File: src/rtl/brake_input_conditioner_if.sv
// Level-signal bundle between the handlebar brake switch and the brake light controller.
// All signals are plain levels in the c50M domain; there is no valid/ready handshake.
interface brake_input_conditioner_if;
    logic       brakeSwitchRaw;
    logic       flashEnable;
    logic       brakeActive;
    logic       brakeDebounced;
    logic       flashing;
    logic [2:0] fsm_state_dbg;

    modport master (
        output brakeSwitchRaw,
        output flashEnable,
        input  brakeActive,
        input  brakeDebounced,
        input  flashing,
        input  fsm_state_dbg
    );

    modport slave (
        input  brakeSwitchRaw,
        input  flashEnable,
        output brakeActive,
        output brakeDebounced,
        output flashing,
        output fsm_state_dbg
    );
endinterface

File: src/rtl/brake_input_conditioner.sv
// Brake lever conditioner: 2-flop sync, debounce, onset flash burst and minimum lamp on-time.
// fsm_state_dbg exposes the FSM state register for checkers.
module brake_input_conditioner #(
    parameter int unsigned DEBOUNCE_CYCLES   = 500000,
    parameter int unsigned FLASH_HALF_CYCLES = 2500000,
    parameter int unsigned FLASH_COUNT       = 3,
    parameter int unsigned HOLD_CYCLES       = 10000000
) (
    input  logic c50M,
    input  logic reset_n,
    brake_input_conditioner_if.slave bus
);
    localparam int DW = $clog2(DEBOUNCE_CYCLES + 1);
    localparam int PW = $clog2(FLASH_HALF_CYCLES + 1);
    localparam int FW = $clog2(FLASH_COUNT + 1);
    localparam int HW = $clog2(HOLD_CYCLES + 1);

    typedef enum logic [2:0] {
        S_IDLE      = 3'd0,
        S_FLASH_ON  = 3'd1,
        S_FLASH_OFF = 3'd2,
        S_STEADY    = 3'd3,
        S_HOLD      = 3'd4
    } state_t;

    logic          sync1_q, sync2_q;
    logic          sw_sync;
    logic [DW-1:0] deb_cnt_q, deb_cnt_d;
    logic          deb_q, deb_d, deb_dly_q;
    logic          accept_rise;
    logic          press, release_ev;
    logic [HW-1:0] on_timer_q;
    logic          hold_met;
    state_t        state_q, state_d;
    logic [PW-1:0] phase_q;
    logic          phase_end;
    logic [FW-1:0] flash_cnt_q;
    logic          brake_active_q, flashing_q;

    always_ff @(posedge c50M or negedge reset_n) begin
        if (!reset_n) begin
            sync1_q <= 1'b0;
            sync2_q <= 1'b0;
        end else begin
            sync1_q <= bus.brakeSwitchRaw;
            sync2_q <= sync1_q;
        end
    end

    assign sw_sync = sync2_q;

    always_comb begin
        deb_cnt_d = '0;
        deb_d     = deb_q;
        if (sw_sync != deb_q) begin
            if (deb_cnt_q == DW'(DEBOUNCE_CYCLES - 1)) begin
                deb_d = ~deb_q;
            end else begin
                deb_cnt_d = deb_cnt_q + DW'(1);
            end
        end
    end

    always_ff @(posedge c50M or negedge reset_n) begin
        if (!reset_n) begin
            deb_cnt_q <= '0;
            deb_q     <= 1'b0;
            deb_dly_q <= 1'b0;
        end else begin
            deb_cnt_q <= deb_cnt_d;
            deb_q     <= deb_d;
            deb_dly_q <= deb_q;
        end
    end

    assign accept_rise = deb_d & ~deb_q;
    assign press       = deb_q & ~deb_dly_q;
    assign release_ev  = ~deb_q & deb_dly_q;

    // The timer restarts on the edge that accepts the press, so it reads 0 during
    // the press-event cycle and holdMet lands exactly HOLD_CYCLES later.
    always_ff @(posedge c50M or negedge reset_n) begin
        if (!reset_n) begin
            on_timer_q <= '0;
        end else if (accept_rise) begin
            on_timer_q <= '0;
        end else if (on_timer_q != HW'(HOLD_CYCLES)) begin
            on_timer_q <= on_timer_q + HW'(1);
        end
    end

    assign hold_met  = (on_timer_q == HW'(HOLD_CYCLES));
    assign phase_end = (phase_q == PW'(FLASH_HALF_CYCLES - 1));

    always_comb begin
        state_d = state_q;
        unique case (state_q)
            S_IDLE: begin
                if (press) state_d = bus.flashEnable ? S_FLASH_ON : S_STEADY;
            end
            S_FLASH_ON: begin
                if (release_ev)     state_d = hold_met ? S_IDLE : S_HOLD;
                else if (phase_end) state_d = S_FLASH_OFF;
            end
            S_FLASH_OFF: begin
                if (release_ev)     state_d = hold_met ? S_IDLE : S_HOLD;
                else if (phase_end) state_d = (flash_cnt_q == FW'(FLASH_COUNT)) ? S_STEADY : S_FLASH_ON;
            end
            S_STEADY: begin
                if (release_ev) state_d = hold_met ? S_IDLE : S_HOLD;
            end
            S_HOLD: begin
                if (press)         state_d = S_STEADY;
                else if (hold_met) state_d = S_IDLE;
            end
            default: state_d = S_IDLE;
        endcase
    end

    // Outputs are decoded from the next state so they change on the same edge as state_q.
    always_ff @(posedge c50M or negedge reset_n) begin
        if (!reset_n) begin
            state_q        <= S_IDLE;
            phase_q        <= '0;
            flash_cnt_q    <= '0;
            brake_active_q <= 1'b0;
            flashing_q     <= 1'b0;
        end else begin
            state_q <= state_d;
            if (state_d != state_q) begin
                phase_q <= '0;
            end else if (phase_q != PW'(FLASH_HALF_CYCLES)) begin
                phase_q <= phase_q + PW'(1);
            end
            if (state_q == S_IDLE && state_d == S_FLASH_ON) begin
                flash_cnt_q <= '0;
            end else if (state_q == S_FLASH_ON && state_d == S_FLASH_OFF) begin
                flash_cnt_q <= flash_cnt_q + FW'(1);
            end
            brake_active_q <= (state_d == S_FLASH_ON) || (state_d == S_STEADY) || (state_d == S_HOLD);
            flashing_q     <= (state_d == S_FLASH_ON) || (state_d == S_FLASH_OFF);
        end
    end

    assign bus.brakeActive    = brake_active_q;
    assign bus.brakeDebounced = deb_q;
    assign bus.flashing       = flashing_q;
    assign bus.fsm_state_dbg  = state_q;
endmodule

File: src/flat_wrapper.sv
// flat-port wrapper written by rule: the top's interface ports become plain ports
module brake_input_conditioner_flat 
#(
    parameter int unsigned DEBOUNCE_CYCLES   = 500000,
    parameter int unsigned FLASH_HALF_CYCLES = 2500000,
    parameter int unsigned FLASH_COUNT       = 3,
    parameter int unsigned HOLD_CYCLES       = 10000000
)
  (c50M, reset_n, bus_brakeSwitchRaw, bus_flashEnable, bus_brakeActive, bus_brakeDebounced, bus_flashing, bus_fsm_state_dbg);
  brake_input_conditioner_if bus_i ();
  input  logic c50M;
  input  logic reset_n;
  input wire logic [$bits(bus_i.brakeSwitchRaw)-1:0] bus_brakeSwitchRaw;
  input wire logic [$bits(bus_i.flashEnable)-1:0] bus_flashEnable;
  output wire logic [$bits(bus_i.brakeActive)-1:0] bus_brakeActive;
  output wire logic [$bits(bus_i.brakeDebounced)-1:0] bus_brakeDebounced;
  output wire logic [$bits(bus_i.flashing)-1:0] bus_flashing;
  output wire logic [$bits(bus_i.fsm_state_dbg)-1:0] bus_fsm_state_dbg;
  assign bus_i.brakeSwitchRaw = bus_brakeSwitchRaw;
  assign bus_i.flashEnable = bus_flashEnable;
  assign bus_brakeActive = bus_i.brakeActive;
  assign bus_brakeDebounced = bus_i.brakeDebounced;
  assign bus_flashing = bus_i.flashing;
  assign bus_fsm_state_dbg = bus_i.fsm_state_dbg;
  brake_input_conditioner #(.DEBOUNCE_CYCLES(DEBOUNCE_CYCLES), .FLASH_HALF_CYCLES(FLASH_HALF_CYCLES), .FLASH_COUNT(FLASH_COUNT), .HOLD_CYCLES(HOLD_CYCLES)) u_core (.c50M(c50M), .reset_n(reset_n), .bus(bus_i));
endmodule
File: config.mk
export PLATFORM = sky130hd
export DESIGN_NAME = brake_input_conditioner_flat
export DESIGN_NICKNAME = d
export VERILOG_FILES = /design/src/rtl/brake_input_conditioner_if.sv /design/src/rtl/brake_input_conditioner.sv /design/src/flat_wrapper.sv
export SDC_FILE = /design/constraint.sdc
export NUM_CORES = 1
export LEC_CHECK = 0
export ABC_AREA = 0
export CORE_ASPECT_RATIO = 0.7
export CORE_MARGIN = 5
export CORE_UTILIZATION = 57
export CTS_CLUSTER_DIAMETER = 80
export DETAILED_ROUTE_END_ITERATION = 8
export GPL_TIMING_DRIVEN = 0
export PLACE_DENSITY = 0.74
export SLEW_MARGIN = 20
export SYNTH_ARGS = -nofsm -noshare
export SYNTH_HDL_FRONTEND = slang
export SYNTH_SLANG_ARGS = --single-unit
File: constraint.sdc
create_clock -name c50M -period 6 [get_ports c50M]
set_input_delay 1.2 -clock c50M [delete_from_list [all_inputs] [get_ports c50M]]
set_output_delay 1.2 -clock c50M [all_outputs]
set_load 0.005 [all_outputs]
==> results of run 1 <==
-- layout make-up --
cell class                      instances  area (um2)
Clock inverter                          4        25.0
Sequential cell                        76        1900
Fill cell                             550        2410
Buffer                                 11        50.0
Tap cell                               94         118
Timing Repair Buffer                   10         115
Inverter                               17        63.8
Multi-Input combinational cell        299        1890
Clock buffer                           11         151
-- metal layers --
metal  vias up  GRT usage (%)  wire length, um
met4         0           4.54               62
li1       1415              -                -
met1      1316           28.3             3910
met5         -              0                0
met3         4           5.85              223
met2        43           26.5             2950
-- cell families (layout without fill, tap and decap cells) --
group / count (synthesis) / after routing / synth area share [%]
AO/OA/AOI/OAI: 18 / 18 / 3.07
XOR/XNOR: 58 / 58 / 13.0
adder cells (fa/ha/maj): 6 / 6 / 1.92
buffers and inverters: 28 / 53 / 2.91
flip-flops: 76 / 76 / 48.6
multiplexers: 6 / 6 / 1.57
AND/OR/NAND/NOR: 211 / 211 / 28.9
-- state kept, by name, indices dropped and copies added (netlist names) --
signal and count:
u_core.on_timer_q 24, u_core.phase_q 22, u_core.deb_cnt_q 19, u_core.bus.fsm_state_dbg 3, u_core.flash_cnt_q 2, u_core.bus.brakeActive 1, u_core.bus.brakeDebounced 1, u_core.bus.flashing 1
u_core.deb_dly_q 1, u_core.sw_sync 1, u_core.sync1_q 1
-- report_power, final --
part / switching, mW / leakage (nW) / internal [mW]
clock: 0.180 / 0.0872 / 0.169
sequential: 0.00170 / 1.01 / 0.514
combinational: 0.0139 / 0.798 / 0.00618
-- cells in the final DEF (no fill, tap or decap), types with 3 or more instances in the layout --
| cell type | count |
|---|---|
| or3_1 | 3 |
| mux2i_1 | 5 |
| xnor2_1 | 31 |
| inv_1 | 17 |
| dfrtp_1 | 76 |
| nor2_1 | 60 |
| nand2_1 | 24 |
| a21oi_1 | 5 |
| nor4b_1 | 10 |
| clkdlybuf4s50_1 | 8 |
| clkbuf_8 | 11 |
| nor3_1 | 16 |
| o21ai_0 | 3 |
| nand4_1 | 12 |
| and3_1 | 8 |
| buf_2 | 7 |
| nor2b_1 | 5 |
| ha_1 | 6 |
| xor2_1 | 27 |
| and2_1 | 22 |
| nand3_1 | 26 |
| clkbuf_1 | 4 |
| nand2b_1 | 3 |
| and4_1 | 7 |
-- synthesized netlist by cell type (4+ instances only) --
master and count:
a21oi_1 5, and2_1 22, and3_1 8, and4_1 7, buf_2 7, clkbuf_1 4, dfrtp_1 76, ha_1 6
inv_1 17, mux2i_1 5, nand2_1 24, nand3_1 26, nand4_1 12, nor2_1 60, nor2b_1 5, nor3_1 16
nor4b_1 10, xnor2_1 31, xor2_1 27
-- through the flow --
step	cells	util (%)	instance area (um2)
6_report	522	64.2	4320
2_1_floorplan	403	-	3910
3_5_place_dp	507	61.6	4140
5_1_grt	522	64.2	4320
4_1_cts	522	64.2	4320
3_3_place_gp	506	61.2	4120
-- worst max-delay path by stage --
stage                     depth (start not counted)                   startpoint                    end
after global routing                              1    u_core.bus.brakeDebounced     bus_brakeDebounced
final                                             1  u_core.bus.fsm_state_dbg[2]   bus_fsm_state_dbg[2]
after floorplan                                   6         u_core.on_timer_q[5]     u_core.phase_q[14]
after detailed placement                          6         u_core.on_timer_q[5]     u_core.phase_q[16]
after global placement                            1                      reset_n  u_core.on_timer_q[17]
after CTS                                         1    u_core.bus.brakeDebounced     bus_brakeDebounced
==> impl_metrics.yaml, run 1 <==
layout:
  diodes: 0
  drive_gt1_share_pct: 6.31
  syn2layout_area_growth_pct: 10.5
  final_nets: 434
route:
  drcViolationCount: 0
  vias: 2778
  drt-wirelength-per-cell_um: 13.7
  first_pass_iters: 5
  wl_um: 7140
  drtAntennaViolNets: 0
  viasPerCell: 5.32
  drt_iter0_drc: 167
cts:
  cts_buffer_depth: 2
  ctsHoldBuffers: 0
  cts_max_level: 3
  postCtsSetupBuffers: 0
  clk_pin_slew_ns: 0.08
  cts_sinks: 76
  numCtsBuffers: 9
  root_buffer: "clkbuf_8"
  tritoncts: "done"
  clk_latency_ns: 0.34
  cts_resized: 0
global_route:
  track_usage_pct: 18.9
  antenna_found_initial: 0
  grt_pass1_wl_um: 12700
  grt_overflow: 0
  first_global_vias: 2663
  grt_max_degree: 53
critical_path:
  path_max_fanout: 8
  cp.arrival_ns: 1.41
  cp.buffers_inverters: 1
  slowest_delay_ns: 0.56
  cp_slowest_cell: "clkdlybuf4s50_1"
  cp_top_family: "buffers and inverters"
  start_kind: "register"
  required_ns: 4.80
  crit_type: "register to primary output"
  crit_chain: "clkdlybuf4s50_1"
  cp-end-kind: "primary output"
  r2r-end: "u_core.phase_q[14]"
  r2r_cells: 6
  r2r_slack_ns: 3.68
  worstReg2RegStart: "u_core.on_timer_q[5]"
floorplan:
  start_util_pct: 58.1
  rows: 25
  ios: 10
  core_area_mm2: 0.00673
  die_x_um: 109
  die_h_um: 79.3
  dieArea_mm2: 0.00864
place:
  port_buffers: 9
  pre_cts_slack_ns: 3.68
  dp_hpwl_um: 5090
  place_congestion: 0.821
sta:
  setup_viol: 0
  hold_violations: 0
  rsz0062_at_grt: "no"
  max_slew_margin_pct: 42.7
  finClkSkew_ns: 0.00783
  fmax_ghz: 0.383
  fin_setup_tns_ns: 0
  layout_min_cycle_time_ns: 2.61
  tightest_slew_ns: 0.852
  fin_hold_ws_ns: 0.366
  finalCritPeriodShare_pct: 43.5
  final_max_slew_viol_count: 0
  layout_setup_ws_ns: 3.39
power_and_ir_drop:
  ir_worst_vdd_v: 0.0000922
  p_leak_nw: 1.89
  p_per_area_mw_per_mm2: 205
  power_uw: 885
min_path:
  whs_path_depth: 0
  hp-class: "register to register"
  hold_end: "u_core.sw_sync"
  min_from: "u_core.sync1_q"
synth:
  synth_top_area_cell: "dfrtp_1"
  synth-async-reset-ratio_pct: 100
  synth_seq_area_share_pct: 48.6
  synthDistinctLibCells: 42
  synth_edf_count: 0
  synth-main-ff-cell: "dfrtp_1"
  synth_top_area_share_pct: 48.6
  syn_avg_cell_area_um2: 9.70
  synth_nets: 413
  syn_inst: 403
  synth_warnings: 0
  synth_area_leaders: "dfrtp_1 49%, xnor2_1 6.9%, xor2_1 6.0%"
  syn_area_mm2: 0.00391
  ys_ff_latch: 76
outcome:
  status: "finished clean"
flow_run:
  maxCapViolCount: 0
Note: power is estimated with default switching activity, not from simulation.
==> run 2: changes to the inputs <==
--- a/config.mk
+++ b/config.mk
@@ -8,11 +8,11 @@
 export ABC_AREA = 0
 export CORE_ASPECT_RATIO = 0.7
 export CORE_MARGIN = 5
-export CORE_UTILIZATION = 57
+export CORE_UTILIZATION = 56
 export CTS_CLUSTER_DIAMETER = 80
 export DETAILED_ROUTE_END_ITERATION = 8
 export GPL_TIMING_DRIVEN = 0
-export PLACE_DENSITY = 0.74
+export PLACE_DENSITY = 0.76
 export SLEW_MARGIN = 20
 export SYNTH_ARGS = -nofsm -noshare
 export SYNTH_HDL_FRONTEND = slang
==> constraint.sdc (replaced) <==
create_clock -name c50M -period 2.3 [get_ports c50M]
set_input_delay 0.46 -clock c50M [delete_from_list [all_inputs] [get_ports c50M]]
set_output_delay 0.46 -clock c50M [all_outputs]
set_load 0.005 [all_outputs]
==> impl_metrics.yaml, run 2 (synthesis results as in run 1) <==
flow_run:
  maxCapViolCount: 0
sta:
  final_max_slew_viol_count: 0
  finalCritPeriodShare_pct: 99.4
  tightest_slew_ns: 0.590
  layout_min_cycle_time_ns: 2.29
  fmax_ghz: 0.437
  hold_violations: 0
  layout_setup_ws_ns: 0.0128
  setup_viol: 0
  max_slew_margin_pct: 60.1
  finClkSkew_ns: 0.00771
  fin_setup_tns_ns: 0
power_and_ir_drop:
  power_mw: 2.31
  ir_worst_vdd_v: 0.000280
  p_leak_nw: 1.94
  p_per_area_mw_per_mm2: 524
floorplan:
  ios: 10
  rows: 25
  die_h_um: 79.9
  die_x_um: 110
  start_util_pct: 57.9
  dieArea_mm2: 0.00878
  core_area_mm2: 0.00676
cts:
  cts_max_level: 3
  clk_pin_slew_ns: 0.08
  root_buffer: "clkbuf_8"
  clk_latency_ns: 0.34
  tritoncts: "done"
  cts_sinks: 76
  cts_buffer_depth: 2
  numCtsBuffers: 9
global_route:
  first_global_vias: 2758
  grt_pass1_wl_um: 13100
  antenna_found_initial: 0
  grt_max_degree: 47
  track_usage_pct: 19.2
  grt_overflow: 0
layout:
  top_register: "u_core.on_timer_q"
  diodes: 0
  multi_input_area_mm2: 0.00192
  layout_commonest_cell: "dfrtp_1"
  final_nets: 443
  utilization_pct: 65.3
  final_cells: 531
  drive_gt1_share_pct: 8.92
  syn2layout_area_growth_pct: 12.8
  largest_reg_flops: 24
  fillers: 548
  ff_latch_area_mm2: 0.00190
  mostFrequentLayoutCells: "76 x dfrtp_1, 60 x nor2_1, 31 x xnor2_1"
  reg_top3: "u_core.on_timer_q x24, u_core.phase_q x22, u_core.deb_cnt_q x19"
route:
  met3_length_um: 314
  drcViolationCount: 0
  drt_iter0_drc: 182
  highest_layer: "met4"
  dr_wl_met2_um: 3130
  drtAntennaViolNets: 0
  vias: 2863
  met1_length_um: 4010
  wl_um: 7510
  viasPerCell: 5.39
  drt-wirelength-per-cell_um: 14.1
  first_pass_iters: 4
place:
  post-place-cells: 507
  pre_cts_slack_ns: -0.00807
  place_congestion: 0.812
  port_buffers: 9
  dp_hpwl_um: 5210
critical_path:
  cp-end-kind: "register"
  cp_top_family: "simple AND/OR/NAND/NOR gates"
  r2r_slack_ns: 0.01
  required_ns: 2.54
  cp.arrival_ns: 2.53
  worstReg2RegStart: "u_core.on_timer_q[5]"
  crit_type: "register to register"
  start_kind: "register"
  crit_start: "u_core.on_timer_q[5]"
  crit_chain: "or4_4 -> or4b_4 -> o21ai_2 -> a222oi_1 -> buf_4 -> buf_2 -> and2_1"
  critical_path_cell_count: 7
  r2r_cells: 7
  path_max_fanout: 5
  slowest_delay_ns: 0.54
  cp_slowest_cell: "or4_4"
  r2r-end: "u_core.phase_q[17]"
  cp.buffers_inverters: 2
outcome:
  status: "finished clean"
min_path:
  hp-class: "primary input to asynchronous set/reset pin"
-- run 2: worst max-delay path by stage --
stage                                      end  slack (ns)
after floorplan             u_core.phase_q[14]        0.23
after global placement    u_core.deb_cnt_q[14]       -1.87
after detailed placement    u_core.phase_q[16]      -0.008
after CTS                   u_core.phase_q[10]       0.003
after global routing        u_core.phase_q[20]       -0.04
final                       u_core.phase_q[17]        0.01
-- run 2: timing repair --
action / in CTS / in global routing
pin swaps: 1 / 2
buffers inserted: 2 / 6
gates resized for setup: 4 / 4
endpoints found under the hold margin: 0 / 0
setup endpoints to repair: 14 / 52
hold buffers: 0 / 0
gates cloned: 2 / 0
-- run 2: power breakdown --
part	total (mW)	switching, mW	internal (mW)
Sequential	1.35	0.00449	1.34
Combinational	0.0532	0.0377	0.0155
Clock	0.911	0.471	0.441
-- run 2: stage by stage --
step           area (um2)  hold WS, ns
3_3_place_gp         4120        0.337
5_1_grt              4410       0.0643
2_1_floorplan        3910        0.164
6_report             4410       0.0467
4_1_cts              4350       0.0497
3_5_place_dp         4140        0.352
-- run 2: cell type report --
cell class	count	area share, %
plain buffers	10	1.13
clock buffers	11	3.43
well taps	94	2.67
clock inverters	4	0.567
multi-input cells	299	43.4
repair buffers	20	4.20
inverters	17	1.45
flip-flops and latches	76	43.1
-- run 2: layer usage --
metal | vias up | GRT usage, %
li1 | 1423 | -
met1 | 1381 | 28.8
met2 | 52 | 26.9
met3 | 7 | 5.42
met4 | 0 | 5.23
met5 | - | 0
==> edit: new RTL, config.mk and constraints of run 2 <==
`FLASH_COUNT` is set to 3 in 2 places; all go to 2.
--- a/src/rtl/brake_input_conditioner.sv
+++ b/src/rtl/brake_input_conditioner.sv
@@ -4,5 +4,5 @@
     parameter int unsigned DEBOUNCE_CYCLES   = 500000,
     parameter int unsigned FLASH_HALF_CYCLES = 2500000,
-    parameter int unsigned FLASH_COUNT       = 3,
+    parameter int unsigned FLASH_COUNT       = 2,
     parameter int unsigned HOLD_CYCLES       = 10000000
 ) (
--- a/src/flat_wrapper.sv
+++ b/src/flat_wrapper.sv
@@ -4,5 +4,5 @@
     parameter int unsigned DEBOUNCE_CYCLES   = 500000,
     parameter int unsigned FLASH_HALF_CYCLES = 2500000,
-    parameter int unsigned FLASH_COUNT       = 3,
+    parameter int unsigned FLASH_COUNT       = 2,
     parameter int unsigned HOLD_CYCLES       = 10000000
 )
Function: no difference found for any inputs over 10 cycles, from zero or initial values and one cycle with reset_n low; that may be too few to reach the edited logic, so the function may still have changed.
==> edit against run 2 <==
  * The run now ends with negative setup slack left
  * Sequential cell count stayed put
  * Synthesized cell count is 0.50% lower
  * Routed wire length is 5.0% higher
  * Area after synthesis is 0.61% lower
  * Final area is 2.5% higher
  * Power is 2.9% lower
  * Non-clock buffer count is 5 higher
  * Setup slack worse by 0.018 ns
  * Critical endpoint is now u_core.phase_q[21]$_DFFE_PN0P_
  * Largest cell class unchanged
  * Highest routed layer unchanged
==> edit: results (changes against run 2) <==
htree depth=3 (unchanged); FFs w/ async S/R, synth=1.00 (unchanged); largest net degree at the start of global routing=41 (-13%); final hold violation count=0 (unchanged); Synth top cells by count=86 x nor2_1, 76 x dfrtp_1, 32 x xor2_1; worst endpoint data arrival time=2.55 ns (+0.02 ns); setup violators final=2 (+2); all-layer global routing usage=0.195 (+0.00292); hold crit path type=in2async; setup TNS=-0.00540 ns (-0.00540 ns); P_leak=1.95 nW (+0.67%); Yosys cell types=45 (+7.1%); synthesized netlist net count=411 (-0.48%); filler cell count=557 (+1.6%); worst skew pair latency=0.36 ns (+0.02 ns); port buffer count=9 (unchanged); final std cells w/o fill=534 (+0.56%); initial DRC count=152 (-16%); vias in the first global route=2688 (-2.5%); share of cells above drive strength 1=0.157 (+0.0676); RePlAce Congestion=0.816 (+0.52%); outcome=complete, but fails checks; DR pass1 iterations=5 (+1); Inserted Diodes=0 (unchanged); clk root buf=clkbuf_8; failing checks=negative setup slack; placed wire-length estimate=5310 um (+1.9%); min setup slack post-route=-0.00482 ns (-0.0176 ns); P&R area growth vs syn=16.3%; Area contributors post-synth=dfrtp_1 49%, nor2_1 8.3%, xor2_1 7.2%; first-pass GRT wire length=13000 um (-1.0%); slew at the pin closest to its max-slew limit=0.879 ns (+0.289 ns); post-place setup slack=-0.201 ns (-0.193 ns); Peak supply drop=0.307 mV (+9.9%); YS warnings=0 (unchanged); Setup Skew=0.0112 ns (+0.00350 ns); initial antenna violation count=0 (unchanged); Cells after Synth=401 (-0.50%); placed insts=505 (-0.39%); Largest regs=u_core.on_timer_q x24, u_core.phase_q x22, u_core.deb_cnt_q x19; Vias/cell=5.52 (+2.4%); drt total wl=7890 um (+5.0%); Reg clk slew, reported paths=0.08 ns (about the same); NumNets Final=446 (+0.68%); total CTS buffers=9 (unchanged); placed cell area=4110 um2 (-0.76%); Final min period=2.30 ns (+0.0176 ns); Seq/Total Area, Yosys=0.489 (+0.00298)
## edit: changes by cell type in the layout (fill, tap and decap cells not counted), sizes merged, moves of 2 or more
cell	delta
clkbuf	+5
mux2i	-3
nor3	-4
nand4	+4
xnor2	-6
inv	-8
nand3	+5
nor2	+26
or4b	-3
and2	-21
nor2b	-2
clkinvlp	-2
xor2	+5
## edit: report_power, final
group / switching (mW) / internal [mW] / total (mW)
Combinational: 0.0362 / 0.0149 / 0.0511
Sequential: 0.00607 / 1.34 / 1.35
Clock: 0.464 / 0.381 / 0.846
Total: 0.507 / 1.74 / 2.24
## edit: layout make-up
cell class | instances | area share
inverter | 9 | 0.00747
clock inverter | 3 | 0.00332
tap | 94 | 0.0260
buffer | 11 | 0.0144
timing repair buffer | 24 | 0.0534
multi-input combinational | 305 | 0.444
sequential | 76 | 0.421
clock buffer | 12 | 0.0299
## edit: path summary, 6_finish.rpt
kind,cells past startpoint,slack (ns),to,start
hold / removal,1,0.05,u_core.phase_q[18]$_DFFE_PN0P_,reset_n
setup reg to reg,10,-0.005,u_core.phase_q[21]$_DFFE_PN0P_,u_core.on_timer_q[1]$_DFFE_PN0P_
setup / recovery,10,-0.005,u_core.phase_q[21]$_DFFE_PN0P_,u_core.on_timer_q[1]$_DFFE_PN0P_
hold reg to reg,0,0.37,u_core.sw_sync$_DFF_PN0_,u_core.sync1_q$_DFF_PN0_
min in group c50M,0,0.37,u_core.sw_sync$_DFF_PN0_,u_core.sync1_q$_DFF_PN0_
max in group asynchronous,2,1.67,u_core.on_timer_q[1]$_DFFE_PN0P_,reset_n
## edit: per-layer routing
layer,routed length [um],track usage,vias up,share of wire
met3,508,0.0566,9,0.064
met2,3430,0.268,73,0.43
met1,3890,0.286,1419,0.49
li1,-,-,1448,-
met5,0,0,-,0
met4,71,0.0785,0,0.0090
## edit: repair_timing
action / CTS / global route
pin swaps: 1 / 6
endpoints found under the setup margin: 40 / 42
gates cloned: 0 / 2
hold buffers: 0 / 0
buffers inserted: 1 / 11
gates resized for setup: 4 / 35
## edit: worst max-delay path: stages, from the launching register on
cell and delay, ns:
dfrtp_2 0.45, inv_2 0.09, ha_4 0.12, nand2_2 0.04, or4_4 0.46, nor3_4 0.19
o211ai_1 0.19, a221oi_4 0.30, buf_4 0.19, clkbuf_16 0.14, nor2_1 0.03
## edit: kinds of logic after synthesis
group | count (synthesis) | synth area share
flops | 76 | 0.489
fa+ha+maj | 6 | 0.0193
compound gates | 22 | 0.0451
buf+inv | 20 | 0.0238
mux | 4 | 0.0109
xor+xnor | 57 | 0.128
simple gates | 216 | 0.283
